[src/rtl/riscv_pkg.sv]
// rtl/riscv_pkg.sv - shared RV32I pipeline constants and fetch state encoding
package riscv_pkg;

  localparam int unsigned XLEN = 32;

  // addi x0, x0, 0: the canonical bubble loaded into pipeline registers
  localparam logic [XLEN-1:0] NOP_INSTR        = 32'h0000_0013;
  localparam logic [XLEN-1:0] RESET_PC_DEFAULT = 32'h8000_0000;

  typedef enum logic [1:0] {
    F_IDLE = 2'd0,  // nothing outstanding
    F_WAIT = 2'd1,  // one request outstanding, response wanted
    F_DROP = 2'd2   // one request outstanding, response is stale
  } fetch_state_e;

endpackage

[src/rtl/fetch_buffer.sv]
// rtl/fetch_buffer.sv - 1-entry pc/instr holding register between imem and IF/ID
// Ports:
//   clk_i, rstn_i      clock, asynchronous active-low reset
//   wr_i               capture wr_pc_i/wr_instr_i (an accepted imem response)
//   drain_i            entry consumed by the IF/ID register this cycle
//   clear_i            discard the entry (redirect); wins over write and drain
//   valid_o            entry holds an undelivered instruction
//   pc_o, instr_o      held pc and instruction word
module fetch_buffer
  import riscv_pkg::*;
(
  input  logic            clk_i,
  input  logic            rstn_i,
  input  logic            wr_i,
  input  logic [XLEN-1:0] wr_pc_i,
  input  logic [XLEN-1:0] wr_instr_i,
  input  logic            drain_i,
  input  logic            clear_i,
  output logic            valid_o,
  output logic [XLEN-1:0] pc_o,
  output logic [XLEN-1:0] instr_o
);

  always_ff @(posedge clk_i or negedge rstn_i) begin
    if (!rstn_i) begin
      valid_o <= 1'b0;
      pc_o    <= '0;
      instr_o <= NOP_INSTR;
    end else begin
      if (clear_i) begin
        valid_o <= 1'b0;
      end else if (wr_i) begin
        // A write never meets a held entry unless that entry drains this cycle,
        // so write simply takes precedence over drain.
        valid_o <= 1'b1;
      end else if (drain_i) begin
        valid_o <= 1'b0;
      end
      if (wr_i && !clear_i) begin
        pc_o    <= wr_pc_i;
        instr_o <= wr_instr_i;
      end
    end
  end

endmodule

[src/rtl/fetch.sv]
// rtl/fetch.sv - IF stage: PC generation, single-outstanding imem fetch, IF/ID register
// Ports:
//   clk_i, rstn_i               clock, asynchronous active-low reset
//   stallF_i                    hold the IF/ID register and the fetch buffer
//   flushD_i                    load a NOP bubble into IF/ID
//   redirect_i, redirect_pc_i   taken branch/jump from execute and its target
//   imem_req_o, imem_addr_o     fetch request (always accepted) and address
//   imem_rvalid_i, imem_rdata_i response strobe and instruction word
//   pcD_o, instrD_o             IF/ID pc and instruction
//   tb_update_o                 IF/ID holds a real fetched instruction
module fetch
  import riscv_pkg::*;
#(
  parameter logic [XLEN-1:0] RESET_PC = RESET_PC_DEFAULT
) (
  input  logic            clk_i,
  input  logic            rstn_i,
  input  logic            stallF_i,
  input  logic            flushD_i,
  input  logic            redirect_i,
  input  logic [XLEN-1:0] redirect_pc_i,
  output logic            imem_req_o,
  output logic [XLEN-1:0] imem_addr_o,
  input  logic            imem_rvalid_i,
  input  logic [XLEN-1:0] imem_rdata_i,
  output logic [XLEN-1:0] pcD_o,
  output logic [XLEN-1:0] instrD_o,
  output logic            tb_update_o
);

  fetch_state_e    state_q, state_d;
  logic [XLEN-1:0] pc_q, pc_d;
  logic [XLEN-1:0] req_pc_q, req_pc_d;
  logic            req_c;
  logic            buf_wr;
  logic            buf_valid;
  logic [XLEN-1:0] buf_pc;
  logic [XLEN-1:0] buf_instr;
  logic            drain;

  // The buffered instruction moves into IF/ID this cycle.
  assign drain = buf_valid && !stallF_i && !flushD_i && !redirect_i;

  always_comb begin
    state_d  = state_q;
    pc_d     = pc_q;
    req_pc_d = req_pc_q;
    req_c    = 1'b0;
    buf_wr   = 1'b0;
    case (state_q)
      F_IDLE: begin
        if (redirect_i) begin
          pc_d = redirect_pc_i;
        end else if (!buf_valid || drain) begin
          // Only fetch when the response is guaranteed a free buffer slot.
          req_c    = 1'b1;
          req_pc_d = pc_q;
          pc_d     = pc_q + XLEN'(4);
          state_d  = F_WAIT;
        end
      end
      F_WAIT: begin
        if (imem_rvalid_i) begin
          state_d = F_IDLE;
          if (redirect_i) begin
            pc_d = redirect_pc_i;
          end else begin
            buf_wr = 1'b1;
          end
        end else if (redirect_i) begin
          pc_d    = redirect_pc_i;
          state_d = F_DROP;
        end
      end
      F_DROP: begin
        if (redirect_i) begin
          pc_d = redirect_pc_i;
        end
        if (imem_rvalid_i) begin
          state_d = F_IDLE;
        end
      end
      default: begin
        state_d = F_IDLE;
      end
    endcase
  end

  always_ff @(posedge clk_i or negedge rstn_i) begin
    if (!rstn_i) begin
      state_q  <= F_IDLE;
      pc_q     <= RESET_PC;
      req_pc_q <= RESET_PC;
    end else begin
      state_q  <= state_d;
      pc_q     <= pc_d;
      req_pc_q <= req_pc_d;
    end
  end

  // F_IDLE with an empty buffer requests combinationally, so gate with reset.
  assign imem_req_o  = req_c && rstn_i;
  assign imem_addr_o = pc_q;

  fetch_buffer u_buf (
    .clk_i      (clk_i),
    .rstn_i     (rstn_i),
    .wr_i       (buf_wr),
    .wr_pc_i    (req_pc_q),
    .wr_instr_i (imem_rdata_i),
    .drain_i    (drain),
    .clear_i    (redirect_i),
    .valid_o    (buf_valid),
    .pc_o       (buf_pc),
    .instr_o    (buf_instr)
  );

  always_ff @(posedge clk_i or negedge rstn_i) begin
    if (!rstn_i) begin
      pcD_o       <= RESET_PC;
      instrD_o    <= NOP_INSTR;
      tb_update_o <= 1'b0;
    end else if (flushD_i || redirect_i) begin
      instrD_o    <= NOP_INSTR;
      tb_update_o <= 1'b0;
    end else if (stallF_i) begin
      pcD_o       <= pcD_o;
      instrD_o    <= instrD_o;
      tb_update_o <= tb_update_o;
    end else if (buf_valid) begin
      pcD_o       <= buf_pc;
      instrD_o    <= buf_instr;
      tb_update_o <= 1'b1;
    end else begin
      instrD_o    <= NOP_INSTR;
      tb_update_o <= 1'b0;
    end
  end

  a_no_rvalid_idle: assert property (@(posedge clk_i) disable iff (!rstn_i)
    !(state_q == F_IDLE && imem_rvalid_i));

endmodule

[config.mk]
export PLATFORM = sky130hd
export DESIGN_NAME = fetch
export DESIGN_NICKNAME = d
export VERILOG_FILES = /design/src/rtl/riscv_pkg.sv /design/src/rtl/fetch_buffer.sv /design/src/rtl/fetch.sv
export SDC_FILE = /design/constraint.sdc
export NUM_CORES = 1
export LEC_CHECK = 0
export ABC_AREA = 0
export CORE_ASPECT_RATIO = 0.5
export CORE_UTILIZATION = 30
export CTS_BUF_LIST = sky130_fd_sc_hd__clkbuf_2
export CTS_CLUSTER_DIAMETER = 60
export DETAILED_ROUTE_END_ITERATION = 16
export GPL_TIMING_DRIVEN = 0
export PLACE_DENSITY_LB_ADDON = 0.08
export SLEW_MARGIN = 30
export SYNTH_ARGS = -nofsm -noshare
export SYNTH_HDL_FRONTEND = slang
export SYNTH_SLANG_ARGS = --single-unit
[constraint.sdc]
create_clock -name clk_i -period 6.5 [get_ports clk_i]
set_clock_uncertainty 0.1 [all_clocks]
set_input_delay 1.3 -clock clk_i [delete_from_list [all_inputs] [get_ports clk_i]]
set_output_delay 1.3 -clock clk_i [all_outputs]
set_load 0.01 [all_outputs]
==> results.py, run 1 <==
metrics = {
    "synthesis": {
        "ys_ff_latch": 196,
        "synth_edf_count": 0,
        "yosys.area_share.simple_pct": 11.6,
        "synth_top_family_by_area": "multiplexers",
        "synth_xor_area_share_pct": 0.106,
        "ys_seq_area_share_pct": 59.3,
        "netlist_area_sq_um": 8290,
        "synthAdderAreaFrac_pct": 0.755,
        "synth_cells": 688,
        "ys_warn_count": 0,
        "avgSynthCellArea_sq_um": 12.0,
        "synth_fp_nets": 763,
        "async_flop_share_pct": 100,
        "synth-main-ff-cell": "dfrtp_1",
        "ys_types": 56,
        "synth.area.mux_share_pct": 14.8,
        "synth_compound_area_share_pct": 10.7,
    },
    "placement": {
        "dp_hpwl_um": 16400,
        "gp_congestion": 0.829,
        "io_buffers": 166,
        "dpl-instance-area_sq_um": 10500,
        "placedCellCount": 1208,
    },
    "clock_network": {
        "htree_levels": 4,
        "hold_buffers": 0,
        "cts_tree": "yes",
        "numCtsBuffers": 17,
        "clkTransAtPathRegs_ps": 260,
        "clkSinkCount": 196,
        "clockRootBuffer": "clkbuf_2",
        "cts_max_path_buffers": 2,
        "cts_setup_buffers": 0,
        "cts_resized": 0,
        "clock_latency_ps": 810,
    },
    "detailed_routing": {
        "drcViolationCount": 0,
        "drtIter0Drc": 481,
        "wl_met2_um": 10700,
        "wl_met1_um": 11100,
        "ant_nets": 0,
        "route.met3.wl_um": 659,
        "routed.top_layer": "met4",
        "vias": 6074,
        "viasPerCell": 4.89,
        "dr.pass1.iters": 4,
        "wirelength_um": 22700,
        "wl_per_cell_um": 18.3,
    },
    "run_status": {
        "status": "finished clean",
    },
    "sta": {
        "drv_slew": 0,
        "slew_headroom_pct": 42.3,
        "fin_hold_ws_ps": 240,
        "finalCriticalPeriod_ps": 4750,
        "fin_crit_sh_pct": 73.0,
        "tightest_slew_ps": 859,
        "finalHoldViolations": 0,
        "setup_viol": 0,
        "fmax_mhz": 211,
        "rsz0062_at_grt": "false",
        "finalSetupTns_ps": 0,
    },
    "floorplan": {
        "chipWidth_um": 237,
        "die_y_um": 120,
        "start_util_pct": 30.9,
        "io_pins": 168,
        "rows": 42,
        "core_area_sq_um": 26800,
        "die_area_sq_um": 28300,
    },
    "layout": {
        "fillerInstances": 2640,
        "final_area_sq_um": 10700,
        "area_growth_syn_to_layout_pct": 29.1,
        "most-common-layout-cells": "dfrtp_1, clkdlybuf4s50_1, nand2_1",
        "drive_gt1_share_pct": 18.1,
        "regArea_sq_um": 4920,
        "multi_input_area_sq_um": 3150,
        "final_common_cell": "dfrtp_1",
        "nNetsFinal": 950,
        "finalNonFillerCells": 1241,
    },
    "setup_path": {
        "ff2ff_setup_slack_ps": 3510,
        "slowest_delay_ps": 570,
        "start_kind": "primary input",
        "worstPathCellList": "clkdlybuf4s50_1 > or3_1 > buf_2 > a21oi_4 > and3_1 > clkdlybuf4s50_1",
        "crit_family": "buffers and inverters",
        "rr_endpoint": "imem_addr_o[5]",
        "arrival_ps": 3350,
        "slowest_stage": "clkdlybuf4s50_1",
        "crit_buf_inv": 3,
        "critPathCaptureType": "output pin",
        "rr_worst_depth": 9,
        "required_ps": 5100,
        "reg2reg_from": "state_q[1]",
        "cp_max_fo": 10,
        "crit_top_cell": "clkdlybuf4s50_1",
        "path_class": "in -> out",
    },
    "grt": {
        "grt_max_degree": 80,
        "gr-total-overflow": 0,
        "grt_pass1_wl_um": 35800,
        "grt_pass1_vias": 6229,
        "antenna_found_initial": 1,
        "grt.total_usage_pct": 16.7,
    },
    "power": {
        "p_per_area_nw_per_um2": 431,
        "sw_frac_of_total_pct": 36.5,
        "power_uw": 4610,
        "leakage_uw": 0.00462,
        "power.internal_uw": 2930,
        "ir_drop_v": 0.000151,
        "p_switching_uw": 1690,
        "p_clk_share_pct": 13.7,
        "power_frac_seq_pct": 46.1,
        "combPwrFrac_pct": 40.2,
    },
    "flow_run": {
        "max-cap-violations": 0,
    },
    "min_path": {
        "hp-class": "in -> async",
    },
}
area by class of cell:
cell class                 count  area share, %
sequential                   196           46.0
multi-input combinational    442           29.4
timing repair buffer         168           16.1
tap                          352           4.12
buffer                        41           1.82
clock inverter                13           1.36
clock buffer                  19          0.889
inverter                       9          0.316
antenna                        1         0.0234
routing by layer:
layer / GRT usage (%) / up-vias
li1: - / 2820
met1: 23.4 / 3118
met2: 25.9 / 121
met3: 3.20 / 15
met4: 5.44 / 0
met5: 0 / -
how the worst max path moves through the flow:
stage,from,endpoint,slack [ps],cells after the start
6_report,flushD_i,imem_req_o,1750,6
2_1_floorplan,redirect_i,imem_req_o,2670,6
3_5_place_dp,stallF_i,imem_req_o,1730,6
5_1_grt,stallF_i,imem_req_o,1630,6
3_3_place_gp,rstn_i,imem_req_o,-4910,3
4_1_cts,stallF_i,imem_req_o,1730,6
synth_stat cells, drive strengths merged (2+ instances only):
library cell  count  area, sq um
a22o             29          254
dfstp             9          236
and2              2         12.5
nor3              8         45.0
nor4              4         31.3
a311oi            2         17.5
o211ai            9         67.6
o21ai            16         80.1
buf              13         88.8
o22a              6         52.6
o22ai             7         43.8
or4               4         33.8
nor2b             2         12.5
or3               3         18.8
mux2             98         1210
dfrtp           187         4680
clkbuf           28          106
or2               3         18.8
a21oi            27          146
o311ai            2         17.5
a2bb2oi           7         61.3
nand3            15         75.1
nand2b            3         18.8
nor2             29          109
ha                5         62.6
nand2           126          480
inv               9         33.8
a31oi             3         18.8
and3              2         12.5
nand4            11         68.8
a32oi             6         52.6
power by group through the flow:
stage	sequential (uW)	combinational [uW]	clock (uW)
floorplan	2100	1080	0
global placement	2170	1840	0
detailed placement	2170	1870	0
CTS	2140	1870	666
global route	2200	2030	712
finish	2130	1860	630
cell families (layout without fill, tap and decap cells):
logic type,after synthesis,in the layout
fa+ha+maj,5,5
compound gates,123,123
mux,99,99
flops,196,196
buf+inv,50,250
xor+xnor,1,1
simple gates,214,214
other cells,0,1
state kept, by name (all words and copies together) (netlist names):
register and cells:
u_buf.valid_o 1, u_buf.instr_o 32, pcD_o 32, instrD_o 32, imem_addr_o 32, tb_update_o 1
u_buf.pc_o 32, state_q 2, req_pc_q 32
per-stage QoR:
step | setup slack [ps] | utilization [%]
floorplan | 2670 | -
global placement | -4910 | 38.8
detailed placement | 1730 | 39.0
CTS | 1730 | 39.9
global route | 1630 | 39.9
finish | 1750 | 39.9
worst reg2reg max path: cells and delay by family (launching register included):
family	cells	cell delay [ps]
and+or+nand+nor	1	140
adders and majority gates	1	290
AOI/OAI and AO/OA	4	790
buffers and inverters	3	1120
DFF	1	470
No activity file was read; power rests on OpenSTA's default activity.
==> run 2, diff against run 1 <==
- clock period: 6.5 -> 4 ns (I/O delays scaled with it)
==> run 2 against run 1 <==
Compared with the run above:
- combinational power rose by 63%
- wire length rose by 0.29%
- non-clock buffer count rose by 4
- worst hold slack improved by 64 ps
- sequential share of layout area fell by 0.30 points
- flip-flop and latch count did not move
- die area did not move
- cell area rose by 0.65%
- critical path type unchanged
- critical endpoint unchanged
==> results.py, run 2 (same netlist as run 1, synthesis figures left out) <==
metrics = {
    "run_status": {
        "status": "finished clean",
    },
    "sta": {
        "finalHoldViolations": 0,
        "worst_slack_ps": 220,
        "rsz0062_at_grt": "false",
        "finalCriticalPeriod_ps": 3780,
        "fin_hold_ws_ps": 304,
        "finalSetupTns_ps": 0,
        "setup_viol": 0,
        "fmax_mhz": 265,
        "slew_headroom_pct": 42.4,
        "tightest_slew_ps": 857,
        "fin_crit_sh_pct": 94.5,
        "drv_slew": 0,
    },
    "min_path": {
        "hp-class": "in -> reg",
        "hold-path-cell-count": 3,
        "hold_end": "u_buf.valid_o",
        "worstHoldStart": "redirect_i",
    },
    "detailed_routing": {
        "drtIter0Drc": 457,
        "ant_nets": 0,
        "wl_met1_um": 11200,
        "wl_met2_um": 10600,
        "route.met3.wl_um": 750,
        "routed.top_layer": "met4",
        "wl_per_cell_um": 18.3,
        "drcViolationCount": 0,
        "viasPerCell": 4.88,
        "vias": 6070,
        "dr.pass1.iters": 5,
        "wirelength_um": 22800,
    },
    "clock_network": {
        "htree_levels": 4,
        "clkTransAtPathRegs_ps": 260,
        "cts_tree": "yes",
        "clkSinkCount": 196,
        "clock_latency_ps": 830,
        "cts_max_path_buffers": 2,
        "numCtsBuffers": 17,
        "clockRootBuffer": "clkbuf_2",
    },
    "floorplan": {
        "chipWidth_um": 237,
        "die_y_um": 120,
        "start_util_pct": 30.9,
        "io_pins": 168,
        "rows": 42,
        "die_area_sq_um": 28300,
        "core_area_sq_um": 26800,
    },
    "placement": {
        "io_buffers": 166,
        "dp_hpwl_um": 16400,
        "dp_slack_ps": 235,
        "gp_congestion": 0.829,
    },
    "grt": {
        "antenna_found_initial": 1,
        "grt_pass1_vias": 6256,
        "grt_pass1_wl_um": 35900,
        "gr-total-overflow": 0,
        "grt_max_degree": 80,
        "grt.total_usage_pct": 16.7,
    },
    "layout": {
        "drive_gt1_share_pct": 18.4,
        "final_common_cell": "dfrtp_1",
        "multi_input_area_sq_um": 3150,
        "fillerInstances": 2636,
        "area_growth_syn_to_layout_pct": 29.9,
        "nNetsFinal": 954,
        "regArea_sq_um": 4920,
        "most-common-layout-cells": "dfrtp_1, clkdlybuf4s50_1, nand2_1",
    },
    "setup_path": {
        "crit_top_cell": "buf_16",
        "crit_buf_inv": 5,
        "ff2ff_setup_slack_ps": 1010,
        "slowest_delay_ps": 570,
        "worstPathCellList": "dlygate4sd3_1 > buf_8 > buf_16 > buf_16 > and3_1 > clkdlybuf4s50_1",
        "critPathCaptureType": "output pin",
        "cp_max_fo": 80,
        "crit_family": "buffers and inverters",
        "path_class": "in -> out",
        "rr_worst_depth": 9,
        "rr_endpoint": "imem_addr_o[5]",
        "slowest_stage": "clkdlybuf4s50_1",
        "reg2reg_from": "state_q[1]",
        "arrival_ps": 2880,
        "crit_path_start": "rstn_i",
        "start_kind": "primary input",
        "required_ps": 3100,
    },
    "power": {
        "power_uw": 7520,
        "leakage_uw": 0.00466,
        "ir_drop_v": 0.000245,
        "p_per_area_nw_per_um2": 698,
    },
    "flow_run": {
        "max-cap-violations": 0,
    },
}
==> run 2: timing repair <==
item	in CTS	in global routing
resized for setup	0	0
setup endpoints to repair	0	1
hold buffers	2	0
endpoints found under the hold margin	54	0
buffers inserted	0	1
==> run 2: worst max path at each step <==
stage | to | slack (ps) | depth (start not counted)
2_1_floorplan | imem_req_o | 1170 | 6
3_5_place_dp | imem_req_o | 230 | 6
3_3_place_gp | imem_addr_o[15] | -6600 | 1
5_1_grt | imem_req_o | 40 | 6
4_1_cts | imem_req_o | 20 | 6
6_report | imem_req_o | 220 | 6
==> run 2: power breakdown <==
| part | internal (uW) | leakage, uW | switching (uW) |
|---|---|---|---|
| Sequential | 2800 | 0.00241 | 652 |
| Combinational | 1660 | 0.00211 | 1370 |
| Clock | 301 | 0.000142 | 729 |
| Total | 4770 | 0.00466 | 2750 |
==> run 2: area by class of cell <==
type                    instances  share of cell area (%)
diodes                          1                  0.0232
plain buffers                  41                    1.81
clock buffers                  19                   0.883
clock inverters                13                    1.35
inverters                       9                   0.314
multi-input cells             442                    29.2
flip-flops and latches        196                    45.7
well taps                     352                    4.09
repair buffers                172                    16.6
==> run 2: worst reg2reg max path: stages, from the launching register on <==
cell,delay (ps)
dfrtp_1,470
inv_1,110
ha_1,290
o211ai_1,290
a21oi_1,340
clkbuf_1,480
buf_1,540
a21oi_1,90
nor2_1,140
a21oi_1,60
==> run 2: metrics by stage <==
| stage | area (sq um) | cells | utilization (%) |
|---|---|---|---|
| after floorplan | 8290 | 688 | - |
| after global placement | 10400 | 1206 | 38.8 |
| after detailed placement | 10500 | 1208 | 39.0 |
| after CTS | 10700 | 1242 | 40.0 |
| after global routing | 10800 | 1245 | 40.2 |
| final | 10800 | 1245 | 40.2 |
==> run 2: routing by layer <==
| metal | up-vias | global-route usage (%) |
|---|---|---|
| met2 | 112 | 26.1 |
| li1 | 2833 | - |
| met3 | 17 | 3.20 |
| met4 | 0 | 5.44 |
| met1 | 3108 | 23.4 |
| met5 | - | 0 |
==> run 3, diff against run 2 <==
- GPL_TIMING_DRIVEN: 0 -> unset
==> run 3 against run 2 <==
Compared with the run above:
- sequential share of layout area grew 0.70 points
- via count shrank 2.6%
- cell area shrank 1.5%
- wire length shrank 5.4%
- combinational power shrank 5%
- sequential power is essentially flat
- largest power group unchanged
- critical path depth shrank 1
- count of clock-buffer cells in the layout shrank 2
- global-route usage shrank 0.90 points
- power shrank 1.1%
- worst setup slack gained 110 ps
- worst hold slack lost 38 ps
==> results.py, run 3 (same netlist as run 1, synthesis figures left out) <==
metrics = {
    "clock_network": {
        "clock_latency_ps": 840,
        "clkTransAtPathRegs_ps": 310,
        "numCtsBuffers": 17,
        "cts_max_path_buffers": 2,
        "cts_tree": "yes",
        "htree_levels": 4,
        "clkSinkCount": 196,
        "cts_setup_buffers": 0,
        "clockRootBuffer": "clkbuf_2",
        "cts_resized": 0,
    },
    "floorplan": {
        "chipWidth_um": 237,
        "start_util_pct": 30.9,
        "rows": 42,
        "die_area_sq_um": 28300,
        "die_y_um": 120,
        "io_pins": 168,
        "core_area_sq_um": 26800,
    },
    "grt": {
        "gr-total-overflow": 0,
        "antenna_found_initial": 0,
        "grt_pass1_wl_um": 34200,
        "grt_max_degree": 156,
        "grt.total_usage_pct": 15.8,
        "grt_pass1_vias": 6016,
    },
    "power": {
        "leakage_uw": 0.00462,
        "combPwrFrac_pct": 38.7,
        "p_switching_uw": 2700,
        "power.internal_uw": 4730,
        "power_frac_seq_pct": 46.9,
        "ir_drop_v": 0.000266,
        "sw_frac_of_total_pct": 36.3,
        "p_per_area_nw_per_um2": 701,
        "p_clk_share_pct": 14.4,
    },
    "sta": {
        "finalSetupTns_ps": 0,
        "slew_headroom_pct": 36.2,
        "fin_crit_sh_pct": 91.6,
        "drv_slew": 0,
        "fin_hold_ws_ps": 266,
        "tightest_slew_ps": 949,
        "setup_viol": 0,
        "rsz0062_at_grt": "false",
        "fmax_mhz": 273,
        "finalHoldViolations": 0,
        "finalCriticalPeriod_ps": 3670,
    },
    "setup_path": {
        "rr_worst_depth": 7,
        "arrival_ps": 2770,
        "start_kind": "flop",
        "reg2reg_from": "state_q[0]",
        "rr_endpoint": "imem_addr_o[11]",
        "required_ps": 3100,
        "cp_max_fo": 3,
        "critPathCaptureType": "output pin",
        "ff2ff_setup_slack_ps": 1170,
        "path_class": "reg -> out",
    },
    "layout": {
        "most-common-layout-cells": "dfrtp_1, clkdlybuf4s50_1, nand2_1",
        "finalNonFillerCells": 1211,
        "final_common_cell": "dfrtp_1",
        "nNetsFinal": 921,
        "area_growth_syn_to_layout_pct": 28.0,
        "drive_gt1_share_pct": 19.2,
        "antennaDiodeCount": 0,
    },
    "detailed_routing": {
        "drtIter0Drc": 357,
        "drcViolationCount": 0,
        "dr.pass1.iters": 5,
        "wirelength_um": 21500,
        "vias": 5911,
        "viasPerCell": 4.88,
        "ant_nets": 0,
        "wl_per_cell_um": 17.8,
    },
    "placement": {
        "dp_hpwl_um": 14400,
        "io_buffers": 167,
        "gp_congestion": 0.758,
        "placedCellCount": 1178,
    },
    "run_status": {
        "status": "finished clean",
    },
    "flow_run": {
        "max-cap-violations": 0,
    },
    "min_path": {
        "hp-class": "in -> async",
    },
}
run 3: cell count changes in the layout (fill, tap and decap cells not counted), sizes merged:
| cell | before | now |
|---|---|---|
| inv | 14 | 16 |
| clkbuf | 48 | 18 |
| diode | 1 | 0 |
| buf | 18 | 12 |
| clkinvlp | 3 | 0 |
| clkinv | 3 | 6 |
| clkdlybuf4s50 | 165 | 166 |
run 3: per-layer routing:
layer  global-route usage, %  share of wire, %  up-vias
met4                    4.46               1.1        0
met5                       0                 0        -
li1                        -                 -     2762
met2                    25.4                48      119
met1                    21.2                47     3015
met3                    3.89               3.8       15
run 3: worst max-delay path, cell delays in order (launching register included):
cell             delay [ps]
dfrtp_1                 490
nand2b_1                140
or3_1                   390
a21oi_4                 220
and3_1                  170
clkdlybuf4s50_1         530
run 3: worst max path at each step:
stage / slack, ps / startpoint / endpoint / depth (start not counted)
finish: 330 / u_buf.valid_o / imem_req_o / 5
CTS: 220 / u_buf.valid_o / imem_req_o / 5
global route: 120 / u_buf.valid_o / imem_req_o / 5
global placement: 410 / redirect_i / imem_req_o / 6
floorplan: 1170 / redirect_i / imem_req_o / 6
detailed placement: 370 / redirect_i / imem_req_o / 6
run 3: per-stage QoR:
step	setup slack, ps	power (uW)	instance area, sq um	utilization (%)
after floorplan	1170	5170	8290	-
after global placement	409	6420	10300	38.6
after detailed placement	369	6470	10300	38.6
after CTS	217	7550	10600	39.6
after global routing	125	7970	10600	39.6
final	335	7430	10600	39.6
run 3: power groups by stage:
stage | Clock [uW] | Sequential, uW | Combinational [uW]
after global routing | 1200 | 3620 | 3160
after floorplan | 0 | 3420 | 1750
after CTS | 1130 | 3510 | 2920
after global placement | 0 | 3540 | 2870
final | 1070 | 3480 | 2880
after detailed placement | 0 | 3560 | 2910
run 3: area by class of cell:
cell class | instances | area (sq um)
Timing Repair Buffer | 180 | 1800
Tap cell | 352 | 440
Inverter | 9 | 33.8
Clock inverter | 15 | 169
Clock buffer | 17 | 85.1
Multi-Input combinational cell | 442 | 3160
Fill cell | 2614 | 16200
Sequential cell | 196 | 4920
run 3: what timing repair did:
item,in CTS,in global routing
endpoints found under the setup margin,0,0
hold buffers,1,0
hold endpoints to repair,41,0
